File: src/rtl/ldm_stm_sequencer_pkg.sv
// Shared definitions for the load/store-multiple block-transfer sequencer.
package ldm_stm_sequencer_pkg;

    localparam int WORD_BYTES = 4;

    typedef enum logic [1:0] {
        ST_IDLE  = 2'd0,
        ST_XFER  = 2'd1,
        ST_WBACK = 2'd2,
        ST_DONE  = 2'd3
    } state_e;

    function automatic logic [4:0] popcount16(input logic [15:0] v);
        logic [4:0] cnt;
        cnt = '0;
        for (int i = 0; i < 16; i++) begin
            cnt = cnt + 5'(v[i]);
        end
        return cnt;
    endfunction

endpackage

File: src/rtl/ldm_stm_sequencer_priority_encoder_16.sv
// Lowest-set-bit index of a 16-bit mask; returns 0 for an empty mask.
module priority_encoder_16 (
    input  logic [15:0] mask,
    output logic [3:0]  idx
);

    always_comb begin
        idx = '0;
        // Scanning downwards lets the lowest set bit win.
        for (int i = 15; i >= 0; i--) begin
            if (mask[i]) idx = 4'(i);
        end
    end

endmodule

File: src/rtl/ldm_stm_sequencer.sv
// Sequences an LDM/STM block transfer: one memory beat per selected register,
// ascending register order, optional base-register writeback.
module ldm_stm_sequencer
    import ldm_stm_sequencer_pkg::*;
#(
    parameter int DATA_W = 32
) (
    input  logic              clk,
    input  logic              clr,
    input  logic              start,
    input  logic              load,
    input  logic [15:0]       reg_list,
    input  logic [3:0]        base_reg,
    input  logic [DATA_W-1:0] base_val,
    input  logic              up,
    input  logic              pre,
    input  logic              wback,
    input  logic              mem_ack,
    input  logic [DATA_W-1:0] mem_rdata,
    output logic              mem_req,
    output logic              mem_we,
    output logic [DATA_W-1:0] mem_addr,
    output logic [3:0]        rf_read_sel,
    output logic [3:0]        rf_write_sel,
    output logic              rf_wr_en_n,
    output logic [DATA_W-1:0] rf_wdata,
    output logic              busy,
    output logic              done
);

    localparam logic [DATA_W-1:0] BEAT_STEP = DATA_W'(WORD_BYTES);

    state_e            state_q, state_d;
    logic              load_q, load_d;
    logic              wback_q, wback_d;
    logic              skip_wb_q, skip_wb_d;
    logic [15:0]       mask_q, mask_d;
    logic [3:0]        base_reg_q, base_reg_d;
    logic [DATA_W-1:0] addr_q, addr_d;
    logic [DATA_W-1:0] final_base_q, final_base_d;

    logic [3:0]        cur_idx;
    logic [4:0]        n_set;
    logic [DATA_W-1:0] n_bytes;

    priority_encoder_16 u_penc (
        .mask (mask_q),
        .idx  (cur_idx)
    );

    always_comb begin
        // NOTE: every always_comb output gets a default first so no path can infer a latch.
        state_d      = state_q;
        load_d       = load_q;
        wback_d      = wback_q;
        skip_wb_d    = skip_wb_q;
        mask_d       = mask_q;
        base_reg_d   = base_reg_q;
        addr_d       = addr_q;
        final_base_d = final_base_q;
        n_set        = popcount16(reg_list);
        n_bytes      = DATA_W'(n_set) * BEAT_STEP;
        mem_req      = 1'b0;
        mem_we       = 1'b0;
        mem_addr     = '0;
        rf_read_sel  = '0;
        rf_write_sel = '0;
        rf_wr_en_n   = 1'b1;
        rf_wdata     = '0;
        done         = 1'b0;

        case (state_q)
            ST_IDLE: begin
                if (start) begin
                    load_d       = load;
                    wback_d      = wback;
                    mask_d       = reg_list;
                    base_reg_d   = base_reg;
                    // A load that overwrites the base register wins over the writeback.
                    skip_wb_d    = load & reg_list[base_reg];
                    final_base_d = up ? base_val + n_bytes : base_val - n_bytes;
                    case ({up, pre})
                        2'b10:   addr_d = base_val;
                        2'b11:   addr_d = base_val + BEAT_STEP;
                        2'b00:   addr_d = base_val - n_bytes + BEAT_STEP;
                        default: addr_d = base_val - n_bytes;
                    endcase
                    state_d = (n_set == 5'd0) ? ST_DONE : ST_XFER;
                end
            end
            ST_XFER: begin
                mem_req     = 1'b1;
                mem_we      = ~load_q;
                mem_addr    = addr_q;
                rf_read_sel = cur_idx;
                if (mem_ack) begin
                    if (load_q) begin
                        rf_wr_en_n   = 1'b0;
                        rf_write_sel = cur_idx;
                        rf_wdata     = mem_rdata;
                    end
                    mask_d = mask_q & ~(16'd1 << cur_idx);
                    addr_d = addr_q + BEAT_STEP;
                    if (mask_d == 16'd0) begin
                        state_d = wback_q ? ST_WBACK : ST_DONE;
                    end
                end
            end
            ST_WBACK: begin
                rf_write_sel = base_reg_q;
                rf_wdata     = final_base_q;
                rf_wr_en_n   = skip_wb_q;
                state_d      = ST_DONE;
            end
            default: begin
                done    = 1'b1;
                state_d = ST_IDLE;
            end
        endcase
    end

    assign busy = (state_q != ST_IDLE);

    always_ff @(posedge clk or posedge clr) begin
        if (clr) begin
            state_q      <= ST_IDLE;
            load_q       <= 1'b0;
            wback_q      <= 1'b0;
            skip_wb_q    <= 1'b0;
            mask_q       <= '0;
            base_reg_q   <= '0;
            addr_q       <= '0;
            final_base_q <= '0;
        end else begin
            // NOTE: state flops use non-blocking assignments so every flop samples pre-edge values.
            state_q      <= state_d;
            load_q       <= load_d;
            wback_q      <= wback_d;
            skip_wb_q    <= skip_wb_d;
            mask_q       <= mask_d;
            base_reg_q   <= base_reg_d;
            addr_q       <= addr_d;
            final_base_q <= final_base_d;
        end
    end

endmodule

File: config.mk
export PLATFORM = sky130hd
export DESIGN_NAME = ldm_stm_sequencer
export DESIGN_NICKNAME = d
export VERILOG_FILES = /design/src/rtl/ldm_stm_sequencer_pkg.sv /design/src/rtl/ldm_stm_sequencer_priority_encoder_16.sv /design/src/rtl/ldm_stm_sequencer.sv
export SDC_FILE = /design/constraint.sdc
export NUM_CORES = 1
export LEC_CHECK = 0
export BUFFER_PORTS_ARGS = -buffer_cell sky130_fd_sc_hd__buf_2
export CAP_MARGIN = 0
export CORE_MARGIN = 3
export CORE_UTILIZATION = 50
export DETAILED_ROUTE_END_ITERATION = 8
export PLACE_DENSITY = 0.73
export SLEW_MARGIN = 20
export SYNTH_ARGS = -nofsm -noshare
export SYNTH_HDL_FRONTEND = slang
export SYNTH_SLANG_ARGS = --single-unit
File: constraint.sdc
create_clock -name clk -period 3.8 [get_ports clk]
set_clock_uncertainty 0.1 [all_clocks]
set_input_delay 0.76 -clock clk [delete_from_list [all_inputs] [get_ports clk]]
set_output_delay 0.76 -clock clk [all_outputs]
set_load 0.005 [all_outputs]
**Yosys cells after proc, flatten, opt, wreduce, memory -nomap -nowiden**

Cells that the tools add are included.

- Muxes and demuxes: 46
- Add/sub/neg operators: 20
- Equality and inequality tests: 7
- Shift operators: 1
- Bitwise gates (word level): 4
- Reduce and logical (&&, ||, !) cells: 10
- Magnitude comparators: 1

Operators with widths:

| operator | number |
|---|---|
| $mux W32 | 6 |
| $pmux W32 S2 | 2 |
| $add A32 B3 Y32 const B | 3 |
| $pmux W32 S3 | 1 |
| $mux W4 | 19 |
| $add A5 B1 Y5 | 11 |
| $add A32 B7 Y32 | 1 |
| $mux W16 | 2 |
| $pmux W16 S2 | 1 |
| $sub A32 B7 Y32 | 1 |
| $and A16 B16 Y16 | 1 |
| $logic_not A16 Y1 | 1 |
| $not A16 Y16 | 1 |
| $shl A1 B4 Y16 const A | 1 |
| $mux W2 | 4 |
| $pmux W4 S2 | 1 |
| $mux W1 | 7 |
| $eq A2 B2 Y1 const B | 3 |
| $ne A2 B2 Y1 const B | 3 |
| $pmux W2 S3 | 1 |
| $reduce_and A3 Y1 | 2 |
| $add A4 B1 Y5 | 1 |
| $logic_not A5 Y1 | 1 |
| $lt A4 B5 Y1 const B | 1 |
| 12 further kinds | 14 |

- Logic and storage cells: 97
- Output and inout port bits: 77
- Bits in registers: 89

**Depth between registers and ports, before layout**

- Word-level depth: 23
- Gate-level depth with buffers: 24
- Gate-level depth less buffers: 23

**Hierarchy**

From an unflattened synthesis, not the netlist that was laid out.

- Cells, all modules: 1294
- Area, all modules: 9645.5 um^2

Modules (own cells, without submodules):

| module | cells an instance | area an instance (um^2) | seq. area each (um^2) | instances |
|---|---|---|---|---|
| ldm_stm_sequencer | 1263 | 9466.6 | 2227.1 | 1 |
| priority_encoder_16 | 31 | 178.9 | 0.0 | 1 |

**Worst setup path after synthesis**

Ideal clock, no wire load.

- Kind: input to register
- Start: in reg_list[0]
- End: reg addr_q[13]
- Stages: 21
- Required time: 3.634 ns
- Arrival time: 6.575 ns
- Setup slack: -2.940 ns
- Buffers on the path: 0
- Cell sequence: inv_1 fa_1 fa_1 fa_1 fa_1 inv_1 ha_1 a21o_1 a21oi_1 xor2_1 inv_1 ha_1 nor2b_1 o21a_2 or4_4 a222oi_1 nand4_1 or3_1 a211o_1 o211ai_1 a31o_1

- Cells in the longest elaborated chain, start to end: 20

Ends and longest elaborated chain:

| what | RTL line | text |
|---|---|---|
| from (decl) | ldm_stm_sequencer.sv:12 | `input logic [15:0] reg_list,` |
| $add A1 B1 Y2 * | ldm_stm_sequencer_pkg.sv:17 | `cnt = cnt + 5'(v[i]);` |
| $add A2 B1 Y3 * | ldm_stm_sequencer_pkg.sv:17 |  |
| $add A3 B1 Y4 * | ldm_stm_sequencer_pkg.sv:17 |  |
| $add A4 B1 Y5 * | ldm_stm_sequencer_pkg.sv:17 |  |
| $add A5 B1 Y5 * (11 in series) | ldm_stm_sequencer_pkg.sv:17 |  |
| $sub A32 B7 Y32 * | ldm_stm_sequencer.sv:85, ldm_stm_sequencer.sv:86 |  |
| $add A32 B3 Y32 | ldm_stm_sequencer.sv:85 | `2'b00: addr_d = base_val - n_bytes + BEAT_STEP;` |
| $pmux W32 S3 * | ldm_stm_sequencer.sv:82 | `case ({up, pre})` |
| $mux W32 * | ldm_stm_sequencer.sv:74 | `if (start) begin` |
| $pmux W32 S2 * | ldm_stm_sequencer.sv:72 | `case (state_q)` |
| to (signal assigned) | ldm_stm_sequencer.sv:142 | `addr_q <= addr_d;` |
| to (decl) | ldm_stm_sequencer.sv:39 | `logic [DATA_W-1:0] addr_q, addr_d;` |

Every way passes the cells marked *; elsewhere a longest branch is shown, timed or not. The select of a mux whose other input is x is not followed.
A chain may end at the register's enable or synchronous reset.

**Final worst setup path**

- Start: in reg_list[13]
- End: reg addr_q[23]

- Cells in the longest elaborated chain, start to end: 8

Ends and longest elaborated chain:

| what | RTL line |
|---|---|
| $add A5 B1 Y5 * (3 in series) | ldm_stm_sequencer_pkg.sv:17 |
| $sub A32 B7 Y32 * | ldm_stm_sequencer.sv:85, ldm_stm_sequencer.sv:86 |
| $add A32 B3 Y32 | ldm_stm_sequencer.sv:85 |
| $pmux W32 S3 * | ldm_stm_sequencer.sv:82 |
| $mux W32 * | ldm_stm_sequencer.sv:74 |
| $pmux W32 S2 * | ldm_stm_sequencer.sv:72 |

Marks and branches as above.

==> summary.md <==
| Metric | Value |
|---|---|
| Post-synthesis sequential area ratio | 22.7% |
| Largest net degree at the start of global routing | 72 |
| Placed Instance Area | 12,700 um2 |
| Grt total ovfl | 0 |
| Req. time, crit path | 3970 ps |
| Initial core utilization | between 50% and 60% |
| Area contributors post-synth | dfrtp_1, o21ai_0, nand2_1 |
| Failing checks | negative setup slack |
| Unique cell type count in the Yosys netlist | between 80 and 90 |
| Layout cells sized above 1 | 43.3% |
| Hold Vio Cnt, Final | 0 |
| Root Driver | clkbuf_16 |
| Worst EP arrival | 6630 ps |
| Switching Share | 47.4% |
| Cells after Synth | 1,312 |
| I/O pins | 169 |
| Initial antenna violation count | 1 |
| Slowest-stage cell, CP | fa_2 |
| Sequential cell area | about 2200 um2 |
| Diode count | 0 |
| RSZ-0062 raised after global routing | true |
| Final Power | about 11 mW |
| Power share of the clock group | 8.8% |
| Fin crit period | 6460 ps |
| Area of the multi-input gates | 8500 um2 |
| Fill cells | 1,317 |
| Commonest non-fill, non-tap cell in the layout | buf_4 |
| Pwr dens | 735 nW/um2 |
| Crit. End Element | flip-flop |
| Reg power frac | 17.1% |
| Synth Area in Simple Gates | 27.6% |
| Clock sink count | 89 |
| Worst setup SP type | primary input |
| Max-slew violation count | 0 |
| Compound-Gate Fraction of Synth Area | 27.9% |
| Share of synthesized registers carrying an async set or reset | 100% |
| WHS Path Cells | 2 |
| All-layer global routing usage | 37.4% |
| Via-to-Cell Ratio | 6.44 |
| CP max FO | 5 |
| Drt wl/cell | approximately 22 um |
| Die area | ~21,000 um2 |
| GPL Wtd Cong | 0.994 |
| Final wirelength | 43,200 um |
| Maximum vdd drop | 0.000513 V |
| Row count | 50 |
| Post-Synth XOR/XNOR Area | about 6.4% |
| Post-Synth Adder-Cell Area | between 5 and 6% |
| First-pass GRT wire length | 64,600 um |
| Mux contribution to synthesized area | 3.55% |
| Critical path's largest stage delay | 590 ps |
| FF-to-FF path depth | 9 |
| Via count | 12,400 |
| Slew @ Worst Pin | 1210 ps |
| Synth top area share | 22.7% |
| First-pass DRT Iterations | 8 |
| Core box area | 19,000 um2 |
| Synth Warn # | 0 |
| Headroom to the max-slew limit | 19.1% |
| Die width | 146 um |
| MaxCap Viol Count | 0 |
| Synthesized area | roughly 10000 um2 |
| F_max | 155 MHz |
| Post-synth EDFFs | 0 |
| Main combinational cell family by area after synthesis | compound AO/OA/AOI/OAI gates |
| PnR worst setup slack | -2660 ps |
| R2r endpoint | state_q[1]$_DFFE_PP0P_ |
| Hold EP | final_base_q[13]$_DFFE_PP0P_ |
| Final net count | about 1,800 |
| Predominant post-synthesis flop cell | dfrtp_1 |
| Met3 WL | 4130 um |
| Most frequent cells in the layout | buf_4, buf_2, nand2_1 |
| Setup WS pre-CTS | -3320 ps |
| DRC viols | 0 |
| Vias in the first global route | 11,700 |
| CTS H-tree lvls | 3 |
| Worst r2r src | mask_q[0]$_DFFE_PP0P_ |
| Cell family with most CP delay | adder cells |
| Post-synth top area cell | dfrtp_1 |
| IO buf count | between 150 and 200 |
| Status | complete, but fails checks |
| Worst Hold Class | reg2reg |
| WL met1 | 16,300 um |
| Worst-path clk slew | around 70 ps |
| Comb pwr share | 74.1% |
| Worst R2R Setup Slack | between 300 and 400 ps |
| Net Sw Power | 5.17 mW |
| Area grow syn2layout | 51.3% |
| Top Metal Used | met5 |
| Cell leakage power | 6.34 nW |
| HPWL Detailed | 30,000 um |
| Buf+Inv Stages, Crit Path | 10 |
| Syn Nets | about 1,400 |
| Die Y | 146 um |
| Finished Core Util | about four fifths |
| Internal | 5.74 mW |
| Detail Route Antenna Nets | 0 |
| Worst Min Path Start | final_base_q[13]$_DFFE_PP0P_ |
| CTS buffer count | 9 |
| Synthesis-stage register bit count | 89 |
| Final setup vio count | 60 |
| Final period util | 170% |
| Clock latency on the worst-skew pair | roughly 360 ps |
| CTS tree | done |
| CP Class | in2reg |
| Final instance area | 14,800 um2 |
| Clk buf depth | 2 |
| Initial DRC Count | 1,262 |
| Met2 WL | 20,200 um |
| Avg Cell Area, Syn | between 7 and 8 um2 |
area by class of cell:
cell class / instances / area share (%)
clock buffers: 10 / 1.61
clock inverters: 6 / 0.438
inverters: 59 / 1.69
multi-input cells: 1067 / 57.3
flip-flops and latches: 89 / 15.0
well taps: 260 / 2.19
repair buffers: 443 / 21.8
cell families (layout without fill, tap and decap cells):
group,count (synthesis),after routing
compound gates,419,419
buf+inv,156,518
mux,27,27
simple gates,512,512
xor+xnor,72,72
flops,89,89
fa+ha+maj,37,37
how the worst max path moves through the flow:
stage | startpoint | endpoint | slack, ps | cells after the start
after global routing | reg_list[13] | addr_q[23]$_DFFE_PP0P_ | -2810 | 27
after global placement | reg_list[7] | addr_q[31]$_DFFE_PP0P_ | -3250 | 26
final | reg_list[13] | addr_q[23]$_DFFE_PP0P_ | -2660 | 27
after floorplan | reg_list[7] | addr_q[30]$_DFFE_PP0P_ | -2670 | 20
after detailed placement | reg_list[7] | addr_q[31]$_DFFE_PP0P_ | -3320 | 26
after CTS | reg_list[1] | addr_q[23]$_DFFE_PP0P_ | -2670 | 25
worst reg2reg max path, delay by kind of cell (launching register included):
kind | cells | cell delay, ps
multiplexers | 1 | 370
AO/OA/AOI/OAI | 4 | 1260
flip-flops | 1 | 450
AND/OR/NAND/NOR | 4 | 1170
Yosys cell counts, types with 11 or more instances:
master / count
nor2b_1: 55
a21o_1: 11
clkbuf_1: 81
a22oi_1: 48
a31oi_1: 22
xnor2_1: 37
nor4_1: 23
nand2_1: 141
nand3_1: 35
o21ai_0: 125
nand2b_1: 13
fa_1: 12
inv_1: 59
ha_1: 25
and2_1: 42
a21oi_1: 73
nor2_1: 75
xor2_1: 35
or2_2: 13
and3_1: 20
a211oi_1: 11
nand4_1: 21
dfrtp_1: 89
o31ai_1: 16
mux2_2: 12
nor3_1: 32
state kept, by name (all words and copies together) (netlist names):
| signal | flops |
|---|---|
| addr_q | 32 |
| final_base_q | 32 |
| mask_q | 16 |
| base_reg_q | 4 |
| state_q | 2 |
| load_q | 1 |
| skip_wb_q | 1 |
| wback_q | 1 |
routing by layer:
| metal | GRT usage [%] | vias to the layer above |
|---|---|---|
| met4 | 17.4 | 2 |
| li1 | - | 5499 |
| met2 | 62.2 | 824 |
| met5 | 0 | - |
| met1 | 48.3 | 5907 |
| met3 | 5.52 | 214 |
power by group through the flow:
| stage | combinational (mW) | sequential (mW) | clock [mW] |
|---|---|---|---|
| 2_1_floorplan | 3.88 | 1.66 | 0 |
| 3_3_place_gp | 5.85 | 1.83 | 0 |
| 3_5_place_dp | 5.97 | 1.85 | 0 |
| 4_1_cts | 7.19 | 1.83 | 0.958 |
| 5_1_grt | 8.53 | 1.92 | 1.00 |
| 6_report | 8.08 | 1.87 | 0.962 |
repair_timing:
action	4_1_cts	5_1_grt
setup buffers	39	23
endpoints found under the setup margin	60	60
hold buffers	0	0
pin swaps	107	105
resized for setup	236	96
stage by stage:
step	instances	setup TNS (ps)	hold slack, ps
2_1_floorplan	1312	-108590	350
3_3_place_gp	1872	-146800	369
3_5_place_dp	1872	-151220	374
4_1_cts	1921	-118690	392
5_1_grt	1934	-133330	412
6_report	1934	-125880	390
No activity file was read; power rests on OpenSTA's default activity.
